### config.mk
export PLATFORM = sky130hd
export DESIGN_NAME = hilo_muldiv_flat
export DESIGN_NICKNAME = d
export VERILOG_FILES = /design/src/rtl/hilo_muldiv_if.sv /design/src/rtl/hilo_muldiv.sv /design/src/flat_wrapper.sv
export SDC_FILE = /design/constraint.sdc
export NUM_CORES = 1
export LEC_CHECK = 0
export ABC_AREA = 1
export ABC_CLOCK_PERIOD_IN_PS = 3100
export CORE_ASPECT_RATIO = 0.5
export CORE_MARGIN = 2
export CORE_UTILIZATION = 30
export DETAILED_ROUTE_END_ITERATION = 10
export GPL_ROUTABILITY_DRIVEN = 0
export PLACE_DENSITY = 0.45
export SLEW_MARGIN = 15
export SYNTH_ARGS = -nofsm -noshare
export SYNTH_HDL_FRONTEND = slang
export SYNTH_SLANG_ARGS = --single-unit
### constraint.sdc
create_clock -name clk -period 3.1 [get_ports clk]
set_clock_uncertainty 0.2 [all_clocks]
set_input_delay 0.465 -clock clk [delete_from_list [all_inputs] [get_ports clk]]
set_output_delay 0.465 -clock clk [all_outputs]
set_load 0.05 [all_outputs]
### src/rtl/hilo_muldiv_if.sv
// ---------------------------------------------------------------------------
// hilo_muldiv_if
//   Request/response bundle between the decode stage (master) and the
//   iterative multiply/divide unit with HI/LO registers (slave).
//
//   in_valid / in_ready : op handshake, accepted when both are high at clk edge
//   in_op               : operation code (MULT, MULTU, DIV, DIVU, MTHI, MTLO,
//                         MADD, MADDU)
//   s_data / t_data     : rs / rt operands
//   flush               : exception flush, aborts any in-flight op
//   busy                : multi-cycle op in flight
//   done                : one-cycle pulse, HI/LO hold a new result
//   hi / lo             : architectural HI / LO registers
// ---------------------------------------------------------------------------
interface hilo_muldiv_if #(
    parameter int DATA_WIDTH = 32
);
    logic                  in_valid;
    logic                  in_ready;
    logic [2:0]            in_op;
    logic [DATA_WIDTH-1:0] s_data;
    logic [DATA_WIDTH-1:0] t_data;
    logic                  flush;
    logic                  busy;
    logic                  done;
    logic [DATA_WIDTH-1:0] hi;
    logic [DATA_WIDTH-1:0] lo;

    modport master (
        output in_valid, in_op, s_data, t_data, flush,
        input  in_ready, busy, done, hi, lo
    );

    modport slave (
        input  in_valid, in_op, s_data, t_data, flush,
        output in_ready, busy, done, hi, lo
    );
endinterface

### src/rtl/hilo_muldiv.sv
// ---------------------------------------------------------------------------
// hilo_muldiv
//   Iterative multiply/divide unit owning the HI/LO registers. MULT/DIV run
//   one bit per cycle (shift-add / restoring division) on operand magnitudes;
//   a final FIX cycle applies the sign and writes HI/LO. MTHI/MTLO complete
//   in the accept cycle.
//
//   Ports:
//     clk   : rising-edge clock
//     rst_n : synchronous active-low reset
//     bus   : hilo_muldiv_if.slave (handshake, operands, flush, busy, done,
//             hi, lo)
//
//   Optional feature macro: HILO_MADD_EN
//     defined   : ops 110/111 (MADD/MADDU) accumulate s*t into {hi,lo}
//     undefined : ops 110/111 are accepted as single-cycle no-ops
// ---------------------------------------------------------------------------
module hilo_muldiv #(
    parameter int DATA_WIDTH = 32
) (
    input  logic            clk,
    input  logic            rst_n,
    hilo_muldiv_if.slave    bus
);
    localparam int N  = DATA_WIDTH;
    localparam int CW = $clog2(N);

    localparam logic [2:0] OP_MULT  = 3'b000;
    localparam logic [2:0] OP_MULTU = 3'b001;
    localparam logic [2:0] OP_DIV   = 3'b010;
    localparam logic [2:0] OP_DIVU  = 3'b011;
    localparam logic [2:0] OP_MTHI  = 3'b100;
    localparam logic [2:0] OP_MTLO  = 3'b101;

    typedef enum logic [1:0] {
        S_IDLE,
        S_MUL,
        S_DIV,
        S_FIX
    } state_t;

    state_t         state_q;
    logic [CW-1:0]  cnt_q;
    logic           busy_q;
    logic           done_q;
    logic [N-1:0]   hi_q;
    logic [N-1:0]   lo_q;
    // a_q: multiplicand or divisor magnitude.
    // p_hi_q/p_lo_q: product accumulator during MUL; remainder/quotient during DIV.
    logic [N-1:0]   a_q;
    logic [N-1:0]   p_hi_q;
    logic [N-1:0]   p_lo_q;
    logic [N-1:0]   s_q;        // raw dividend, needed for the divide-by-zero result
    logic           is_div_q;
    logic           neg_q;      // product / quotient must be negated in FIX
    logic           rem_neg_q;  // remainder takes the dividend sign
    logic           div0_q;
`ifdef HILO_MADD_EN
    logic           mac_q;      // accumulate into {hi,lo} in FIX
`endif

    // Decode and operand conditioning
    logic           accept;
    logic           start_mul;
    logic           start_div;
    logic           s_neg;
    logic           t_neg;
    logic [N-1:0]   s_mag;
    logic [N-1:0]   t_mag;

    always_comb begin
        accept    = bus.in_valid & bus.in_ready;
        start_mul = accept & ((bus.in_op == OP_MULT) | (bus.in_op == OP_MULTU)
`ifdef HILO_MADD_EN
                              | (bus.in_op[2:1] == 2'b11)
`endif
                              );
        start_div = accept & ((bus.in_op == OP_DIV) | (bus.in_op == OP_DIVU));
        // Signed variants all have in_op[0] == 0.
        s_neg     = ~bus.in_op[0] & bus.s_data[N-1];
        t_neg     = ~bus.in_op[0] & bus.t_data[N-1];
        s_mag     = s_neg ? -bus.s_data : bus.s_data;
        t_mag     = t_neg ? -bus.t_data : bus.t_data;
    end

    // One iteration step of each algorithm
    logic [N:0]     mul_sum;
    logic [N:0]     div_shift;
    logic [N:0]     div_trial;

    always_comb begin
        mul_sum   = {1'b0, p_hi_q} + (p_lo_q[0] ? {1'b0, a_q} : '0);
        // Bring the next dividend bit into the partial remainder, then trial-subtract.
        div_shift = {p_hi_q, p_lo_q[N-1]};
        div_trial = div_shift - {1'b0, a_q};
    end

    // Result formation for the FIX cycle
    logic [2*N-1:0] prod_raw;
    logic [2*N-1:0] mul_result;
    logic [N-1:0]   quo;
    logic [N-1:0]   rem;

    always_comb begin
        prod_raw   = {p_hi_q, p_lo_q};
        mul_result = neg_q ? -prod_raw : prod_raw;
`ifdef HILO_MADD_EN
        if (mac_q) begin
            mul_result = {hi_q, lo_q} + (neg_q ? -prod_raw : prod_raw);
        end
`endif
        quo        = neg_q ? -p_lo_q : p_lo_q;
        rem        = rem_neg_q ? -p_hi_q : p_hi_q;
    end

    always_ff @(posedge clk) begin
        if (!rst_n) begin
            state_q   <= S_IDLE;
            cnt_q     <= '0;
            busy_q    <= 1'b0;
            done_q    <= 1'b0;
            hi_q      <= '0;
            lo_q      <= '0;
            a_q       <= '0;
            p_hi_q    <= '0;
            p_lo_q    <= '0;
            s_q       <= '0;
            is_div_q  <= 1'b0;
            neg_q     <= 1'b0;
            rem_neg_q <= 1'b0;
            div0_q    <= 1'b0;
`ifdef HILO_MADD_EN
            mac_q     <= 1'b0;
`endif
        end else begin
            done_q <= 1'b0;
            if (bus.flush) begin
                // Abort whatever is in flight, including a pending FIX write.
                state_q <= S_IDLE;
                busy_q  <= 1'b0;
            end else begin
                case (state_q)
                    S_IDLE: begin
                        if (start_mul) begin
                            a_q      <= s_mag;
                            p_hi_q   <= '0;
                            p_lo_q   <= t_mag;
                            neg_q    <= s_neg ^ t_neg;
                            is_div_q <= 1'b0;
`ifdef HILO_MADD_EN
                            mac_q    <= bus.in_op[2];
`endif
                            cnt_q    <= CW'(N - 1);
                            busy_q   <= 1'b1;
                            state_q  <= S_MUL;
                        end else if (start_div) begin
                            a_q       <= t_mag;
                            p_hi_q    <= '0;
                            p_lo_q    <= s_mag;
                            s_q       <= bus.s_data;
                            neg_q     <= s_neg ^ t_neg;
                            rem_neg_q <= s_neg;
                            div0_q    <= (bus.t_data == '0);
                            is_div_q  <= 1'b1;
                            cnt_q     <= CW'(N - 1);
                            busy_q    <= 1'b1;
                            state_q   <= S_DIV;
                        end else if (accept && bus.in_op == OP_MTHI) begin
                            hi_q <= bus.s_data;
                        end else if (accept && bus.in_op == OP_MTLO) begin
                            lo_q <= bus.s_data;
                        end
                        // Any other accepted op is a single-cycle no-op.
                    end
                    S_MUL: begin
                        p_hi_q <= mul_sum[N:1];
                        p_lo_q <= {mul_sum[0], p_lo_q[N-1:1]};
                        cnt_q  <= cnt_q - 1'b1;
                        if (cnt_q == '0) begin
                            state_q <= S_FIX;
                        end
                    end
                    S_DIV: begin
                        if (!div_trial[N]) begin
                            p_hi_q <= div_trial[N-1:0];
                            p_lo_q <= {p_lo_q[N-2:0], 1'b1};
                        end else begin
                            p_hi_q <= div_shift[N-1:0];
                            p_lo_q <= {p_lo_q[N-2:0], 1'b0};
                        end
                        cnt_q <= cnt_q - 1'b1;
                        if (cnt_q == '0) begin
                            state_q <= S_FIX;
                        end
                    end
                    S_FIX: begin
                        if (is_div_q) begin
                            if (div0_q) begin
                                lo_q <= '1;
                                hi_q <= s_q;
                            end else begin
                                lo_q <= quo;
                                hi_q <= rem;
                            end
                        end else begin
                            {hi_q, lo_q} <= mul_result;
                        end
                        done_q  <= 1'b1;
                        busy_q  <= 1'b0;
                        state_q <= S_IDLE;
                    end
                    default: begin
                        state_q <= S_IDLE;
                        busy_q  <= 1'b0;
                    end
                endcase
            end
        end
    end

    assign bus.in_ready = ~busy_q & ~bus.flush;
    assign bus.busy     = busy_q;
    assign bus.done     = done_q;
    assign bus.hi       = hi_q;
    assign bus.lo       = lo_q;

endmodule

### src/flat_wrapper.sv
// flat-port wrapper written by rule: the top's interface ports become plain ports
module hilo_muldiv_flat 
#(
    parameter int DATA_WIDTH = 32
)
  (clk, rst_n, bus_in_valid, bus_in_op, bus_s_data, bus_t_data, bus_flush, bus_in_ready, bus_busy, bus_done, bus_hi, bus_lo);
  hilo_muldiv_if #(.DATA_WIDTH(DATA_WIDTH)) bus_i ();
  input  logic clk;
  input  logic rst_n;
  input wire logic [$bits(bus_i.in_valid)-1:0] bus_in_valid;
  input wire logic [$bits(bus_i.in_op)-1:0] bus_in_op;
  input wire logic [$bits(bus_i.s_data)-1:0] bus_s_data;
  input wire logic [$bits(bus_i.t_data)-1:0] bus_t_data;
  input wire logic [$bits(bus_i.flush)-1:0] bus_flush;
  output wire logic [$bits(bus_i.in_ready)-1:0] bus_in_ready;
  output wire logic [$bits(bus_i.busy)-1:0] bus_busy;
  output wire logic [$bits(bus_i.done)-1:0] bus_done;
  output wire logic [$bits(bus_i.hi)-1:0] bus_hi;
  output wire logic [$bits(bus_i.lo)-1:0] bus_lo;
  assign bus_i.in_valid = bus_in_valid;
  assign bus_i.in_op = bus_in_op;
  assign bus_i.s_data = bus_s_data;
  assign bus_i.t_data = bus_t_data;
  assign bus_i.flush = bus_flush;
  assign bus_in_ready = bus_i.in_ready;
  assign bus_busy = bus_i.busy;
  assign bus_done = bus_i.done;
  assign bus_hi = bus_i.hi;
  assign bus_lo = bus_i.lo;
  hilo_muldiv #(.DATA_WIDTH(DATA_WIDTH)) u_core (.clk(clk), .rst_n(rst_n), .bus(bus_i));
endmodule
==> results of run 1 <==
[worst max-delay path, cell delays in order (launching register included)]
cell      delay [ps]
dfxtp_1          370
nand2_1           70
inv_1             50
ha_1             240
inv_1             80
fa_1             470
o21ai_1          180
buf_4            140
nand2_1           40
nand2_1          100
nand3_1           80
nand2_1          110
buf_4            140
nand2_1           60
nand3b_1          80
nand3_1          180
nand2_1          120
nand2_1           60
a21oi_2          110
[state kept, by name, indices dropped and copies added, names as in the netlist]
| register | flops |
|---|---|
| u_core.cnt_q | 5 |
| u_core.bus.busy | 1 |
| u_core.a_q | 32 |
| u_core.bus.hi | 32 |
| u_core.p_lo_q | 32 |
| u_core.rem_neg_q | 1 |
| u_core.p_hi_q | 32 |
| u_core.state_q | 2 |
| u_core.bus.lo | 32 |
| u_core.div0_q | 1 |
| u_core.is_div_q | 1 |
| u_core.neg_q | 1 |
| u_core.s_q | 32 |
| u_core.bus.done | 1 |
[worst min path at each step]
| stage | end | slack [ps] | cells after the start |
|---|---|---|---|
| finish | u_core.a_q[24] | 230 | 3 |
| global route | u_core.bus.done | 230 | 3 |
| CTS | u_core.a_q[24] | 210 | 3 |
| detailed placement | u_core.cnt_q[0] | 240 | 1 |
| global placement | u_core.cnt_q[0] | 240 | 1 |
| floorplan | u_core.cnt_q[0] | 220 | 1 |
[layer usage]
layer | part of all wire | routed length, um | global-route usage | up-vias
met4 | 0.027 | 2920 | 0.0711 | 6
li1 | - | - | - | 12100
met2 | 0.40 | 43400 | 0.437 | 1141
met5 | 0.00029 | 32 | 0 | -
met1 | 0.47 | 51300 | 0.464 | 12000
met3 | 0.10 | 11100 | 0.0603 | 126
[layout make-up]
| class | count | area share |
|---|---|---|
| inverter | 432 | 0.0662 |
| sequential | 205 | 0.168 |
| multi-input combinational | 2800 | 0.564 |
| tap | 897 | 0.0458 |
| timing repair buffer | 326 | 0.122 |
| clock inverter | 14 | 0.00679 |
| clock buffer | 30 | 0.0275 |
[per-stage QoR]
stage	setup slack, ps	hold slack (ps)	TNS (ps)	util	cells
floorplan	349	222	0	-	3585
global placement	-176	242	-206	0.355	4660
detailed placement	-211	244	-271	0.355	4660
CTS	103	215	0	0.367	4704
global route	-19.5	228	-19.5	0.368	4704
finish	128	232	0	0.368	4704
[power groups by stage]
stage	sequential [mW]	clock, mW	combinational [mW]
after floorplan	3.00	0	1.66
after global placement	2.93	0	3.09
after detailed placement	2.93	0	3.08
after CTS	2.87	3.22	3.09
after global routing	2.88	3.32	3.40
final	2.88	3.18	3.19
[cells in the final DEF, fill, tap and decap left out, drive strengths merged, types with 10 or more instances in the layout]
master         Yosys  layout
nand2           1054    1054
inv              424     427
nor2             409     409
nand3            333     333
o21ai            297     297
a21oi            292     292
dfxtp            205     205
buf               52     190
clkdlybuf4s50      0     136
ha                75      75
xor2              49      49
o211ai            46      46
nand4             43      43
nor3              34      34
o22ai             32      32
clkbuf            96      30
a31oi             26      26
or2               20      20
nand3b            16      16
xnor2             15      15
clkinv             8      15
o21a              12      12
o21bai            10      10
[cells by family after synthesis]
group	synth area share
adders and majority gates	0.0486
AOI/OAI and AO/OA	0.201
xor gates and xnor gates	0.0279
buffers and inverters	0.112
and+or+nand+nor	0.406
DFF	0.204
[what timing repair did]
action | CTS | global route
gates resized for setup | 0 | 18
setup endpoints to repair | 0 | 30
hold buffers | 0 | 0
==> impl_results.md, run 1 <==
* Status: finished, final reports clean
* Synth Cell Area at about 20000 um2
* Ports at 138
* Comb pwr share at 0.345
* Maxcap violations at 0
* # DRC at 0
* EDFF count, synth at 0
* GRT Total Usage at 0.306
* Setup bufs post-CTS at 0
* Crit start category: register
* ANT cells at 0
* # nets final at ~3900
* First-pass GRT wire length at 159000 um
* Leakage at ~12 nW
* CTS tree: yes
* Final setup vio count at 0
* DR vias at 25400
* Vias in the first global route at between 20000 and 25000
* Starting Density at 0.302
* Fin area at approximately 25000 um2
* HPWL after DPL at slightly below 90000 um
* Gr ovfl total at 0
* Ys flop type: dfxtp_1
* Area added between synthesis and finish at 21.9%
* Clock net sink count at ~200
* Fmax at 336 MHz
* Most common cell in the netlist: nand2_1
* Psw at 3.77 mW
* Sequential share of the synthesized area at 0.204
* Worst vdd ir at ~380 uV
* Top post-synthesis cells by area: dfxtp_1 (20%), nand2_1 (19%), nand3_1 (8.3%)
* Initial DRC Count at 3161
* Final min period at around 3000 ps
* RR Endpoint: u_core.p_hi_q[21]
* Part of the power in the clock network at 0.344
* Crit path from: u_core.p_lo_q[0]
* Sw frac at 0.408
* Critical Path Fanout Max at 4
* Input/output buffers at between 100 and 150
* WL/cell at between 20 and 25 um
* CORE AREA at between 60000 and 70000 um2
* Total power at around 9 mW
* Netlist cell types at 53
* Max-slew violations at 0
* Crit. End Element: register
* Antenna violations before repair at 4
* Reg area at 4110 um2
* Root Driver: clkbuf_16
* Pre-antenna DRT Iters at 6
* Die Y at 187 um
* CTS HTree Levels at 1
* Largest net degree at the start of global routing at about 120
* Worst slew pin tran at 596 ps
* Synthesis Warnings at 0
* Slew HR at 0.602
* Fillers at ~7500
* WS Path Type: register to register
* Synth area leader: dfxtp_1
* WL final at ~110000 um
* RSZ-0062 raised after global routing: yes
* Reg2reg path depth at 18
* Clk Latency, worst-skew pair at a little under 600 ps
* Hold Violations, Final at 0
* Die Wd at approximately 370 um
* Post-DRT Antenna Nets at 0
* Drt via density at ~5.4
* Max clock buf depth at 3
* Ys async rst share at 0
* Post-Synthesis Net Count at 3733
* Sequential Power Share at 0.311
* Min-delay src: rst_n
* Layout cells sized above 1 at 0.0948
* R2R setup slack at 130 ps
* Commonest cells post-synth: nand2_1 (1036), inv_1 (404), nor2_1 (390)
* CP endpoint: u_core.p_hi_q[21]
* Pwr dens at about 380 nW/um2
* P_int at around 5.5 mW
* TritonCTS Buffers at 25
* RR Startpoint: u_core.p_lo_q[0]
* Placed Instance Area at 23600 um2
* Data arrival, critical path at between 3000 and 4000 ps
* Synth Area per Inst at about 5.6 um2
* Period utilization at 0.959
* Synthesis-stage register bit count at 205
* Area of the multi-input gates at between 10000 and 15000 um2
* Post-synthesis cell count at between 3000 and 4000
* Area share of the largest cell type after synthesis at 0.204
* Clock-pin slew on the worst setup and hold paths at about 70 ps
* Die area at roughly 70000 um2
* CP required at between 3000 and 4000 ps
* Row count at 67
* HP Class: input pin to register
No activity file was read; power rests on OpenSTA's default activity.
==> run 2, diff against run 1 <==
--- a/config.mk
+++ b/config.mk
@@ -8,11 +8,10 @@
 export ABC_AREA = 1
 export ABC_CLOCK_PERIOD_IN_PS = 3100
 export CORE_ASPECT_RATIO = 0.5
-export CORE_MARGIN = 2
 export CORE_UTILIZATION = 30
 export DETAILED_ROUTE_END_ITERATION = 10
 export GPL_ROUTABILITY_DRIVEN = 0
-export PLACE_DENSITY = 0.45
+export PLACE_DENSITY = 0.52
 export SLEW_MARGIN = 15
 export SYNTH_ARGS = -nofsm -noshare
 export SYNTH_HDL_FRONTEND = slang
==> run 2 against run 1 <==
Compared with the run above:
- core utilization is 0.095 points higher
- fmax shrank 3.0%
- sequential power is essentially flat
- non-clock buffer count shrank 42
- cell area down 1.2%
- first-iteration DRC count up 18%
- sequential cell count did not move
- combinational power fell by 6%
- worst hold slack got worse by 96 ps
- critical path type unchanged
- largest cell class unchanged
==> impl_results.md, run 2 (synthesized netlist as in run 1, its figures left out) <==
* Crit. End Element: register
* Commonest non-fill, non-tap cell in the layout: nand2_1
* Clk Latency, worst-skew pair at about 570 ps
* CTS HTree Levels at 1
* Clock net sink count at about 210
* Sequential Power Share at 0.317
* DP Worst Slack at ~60 ps
* Crit path from: u_core.p_lo_q[0]
* WL final at around 100000 um
* Grt met2 use at 0.426
* WL/cell at 22.2 um
* DR vias at 25600
* Psw at between 3 and 4 mW
* Die Y at between 150 and 200 um
* Min-delay src: rst_n
* HP Class: input pin to register
* CORE AREA at ~66000 um2
* Ports at ~140
* Starting Density at 0.306
* Setup TNS at 0 ps
* Root Driver: clkbuf_16
* Initial DRC Count at about 3700
* Pre-antenna DRT Iters at 6
* HPWL after DPL at ~83000 um
* Fin area at about 24000 um2
* Most frequent cells in the layout: nand2_1 (1033), inv_1 (404), nor2_1 (388), nand3_1 (328), o21ai_0 (277)
* Part of the power in the clock network at 0.353
* Gr ovfl total at 0
* Data arrival, critical path at ~3400 ps
* RSZ-0062 raised after global routing: no
* Die area at 68200 um2
* Max clock buf depth at 3
* TritonCTS Buffers at 25
* WS Path Type: register to register
* Pwr dens at between 300 and 400 nW/um2
* Max-slew violations at 0
* Final setup vio count at 0
* Critical Path Fanout Max at 8
* Antenna violations before repair at 2
* Comb pwr share at 0.330
* Post-DRT Antenna Nets at 0
* Hold Violations, Final at 0
* Hold_ws at ~140 ps
* Leakage at 11.6 nW
* Drt via density at between 5 and 6
* P_int at roughly 5.5 mW
* Row count at 66
* Worst vdd ir at slightly above 400 uV
* Total power at approximately 9.1 mW
* # nets final at 3896
* Largest net degree at the start of global routing at 93
* RR Startpoint: u_core.p_lo_q[0]
* Final min period at roughly 3100 ps
* Maxcap violations at 0
* Status: finished, final reports clean
* GRT Total Usage at 0.293
* First-pass GRT wire length at ~150000 um
* Period utilization at 0.988
* Placed Instance Area at about 23000 um2
* Layout cells sized above 1 at 0.0847
* Met1 track demand over resource at 0.417
* Area added between synthesis and finish at 20.4%
* Crit start category: register
* Vias in the first global route at between 20000 and 25000
* Post-CTS Hold Fix Bufs at 0
* CTS tree: yes
* Input/output buffers at roughly 140
* Worst slew pin tran at 864 ps
* Die Wd at ~370 um
* CP required at 3410 ps
* Met3 usage at 0.0731
* Sw frac at 0.397
* Slew HR at 0.423
* Setup slack after layout at around 36 ps
* GR peak layer: met2
* Fmax at 326 MHz
* Clock-pin slew on the worst setup and hold paths at 60 ps
* # DRC at 0
run 2: cell count changes in the layout (fill, tap and decap cells not counted), moves of 3 or more:
cell and change:
a21oi_1 +3, clkinv_4 -4, buf_4 -44, a21oi_2 -3, nand3_1 -4, nand3_2 +4
run 2: critical path, stage by stage (launching register included):
cell and delay, ps:
dfxtp_1 340, buf_4 170, inv_2 90, ha_1 190, nand2_1 130, nor2_1 150
nor2_1 100, a21oi_2 220, nand2_1 270, nor2_4 300, nand2_1 90, nand2_1 60
nand3_1 110, o21ai_1 340, nand2_1 120, a21oi_1 140
run 2: routing by layer:
metal	part of all wire	wire (um)	vias up
met5	0.00078	80	-
met4	0.037	3790	2
met3	0.12	12500	195
met2	0.40	41300	1381
met1	0.44	45300	11900
li1	-	-	12000
run 2: power groups by stage:
stage          logic (mW)  registers (mW)  clock network [mW]
3_3_place_gp         2.87            2.92                   0
6_report             3.00            2.87                3.21
3_5_place_dp         2.87            2.92                   0
2_1_floorplan        1.66            3.00                   0
4_1_cts              2.89            2.86                3.22
5_1_grt              3.20            2.88                3.33
run 2: area by class of cell:
cell class	instances	area, um2
Clock inverter	11	163
Sequential cell	205	4110
Clock buffer	33	696
Fill cell	7383	41400
Inverter	432	1620
Tap cell	884	1110
Multi-Input combinational cell	2800	13800
Antenna cell	1	2.50
Timing Repair Buffer	284	2680
run 2: path summary, 6_finish.rpt:
kind	to	slack (ps)	depth (start not counted)
worst min register to register	u_core.cnt_q[0]	270	1
worst max register to register	u_core.bus.hi[24]	40	15
worst max-delay path	u_core.bus.hi[24]	40	15
worst min-delay path	u_core.bus.hi[11]	140	3
run 2: per-stage QoR:
stage,util,cells
2_1_floorplan,-,3585
3_3_place_gp,0.355,4603
3_5_place_dp,0.355,4603
4_1_cts,0.368,4647
5_1_grt,0.369,4649
6_report,0.369,4650
run 2: repair_timing:
| action | CTS | global route |
|---|---|---|
| setup endpoints to repair | 0 | 30 |
| buffers inserted | 0 | 2 |
| resized for setup | 0 | 24 |
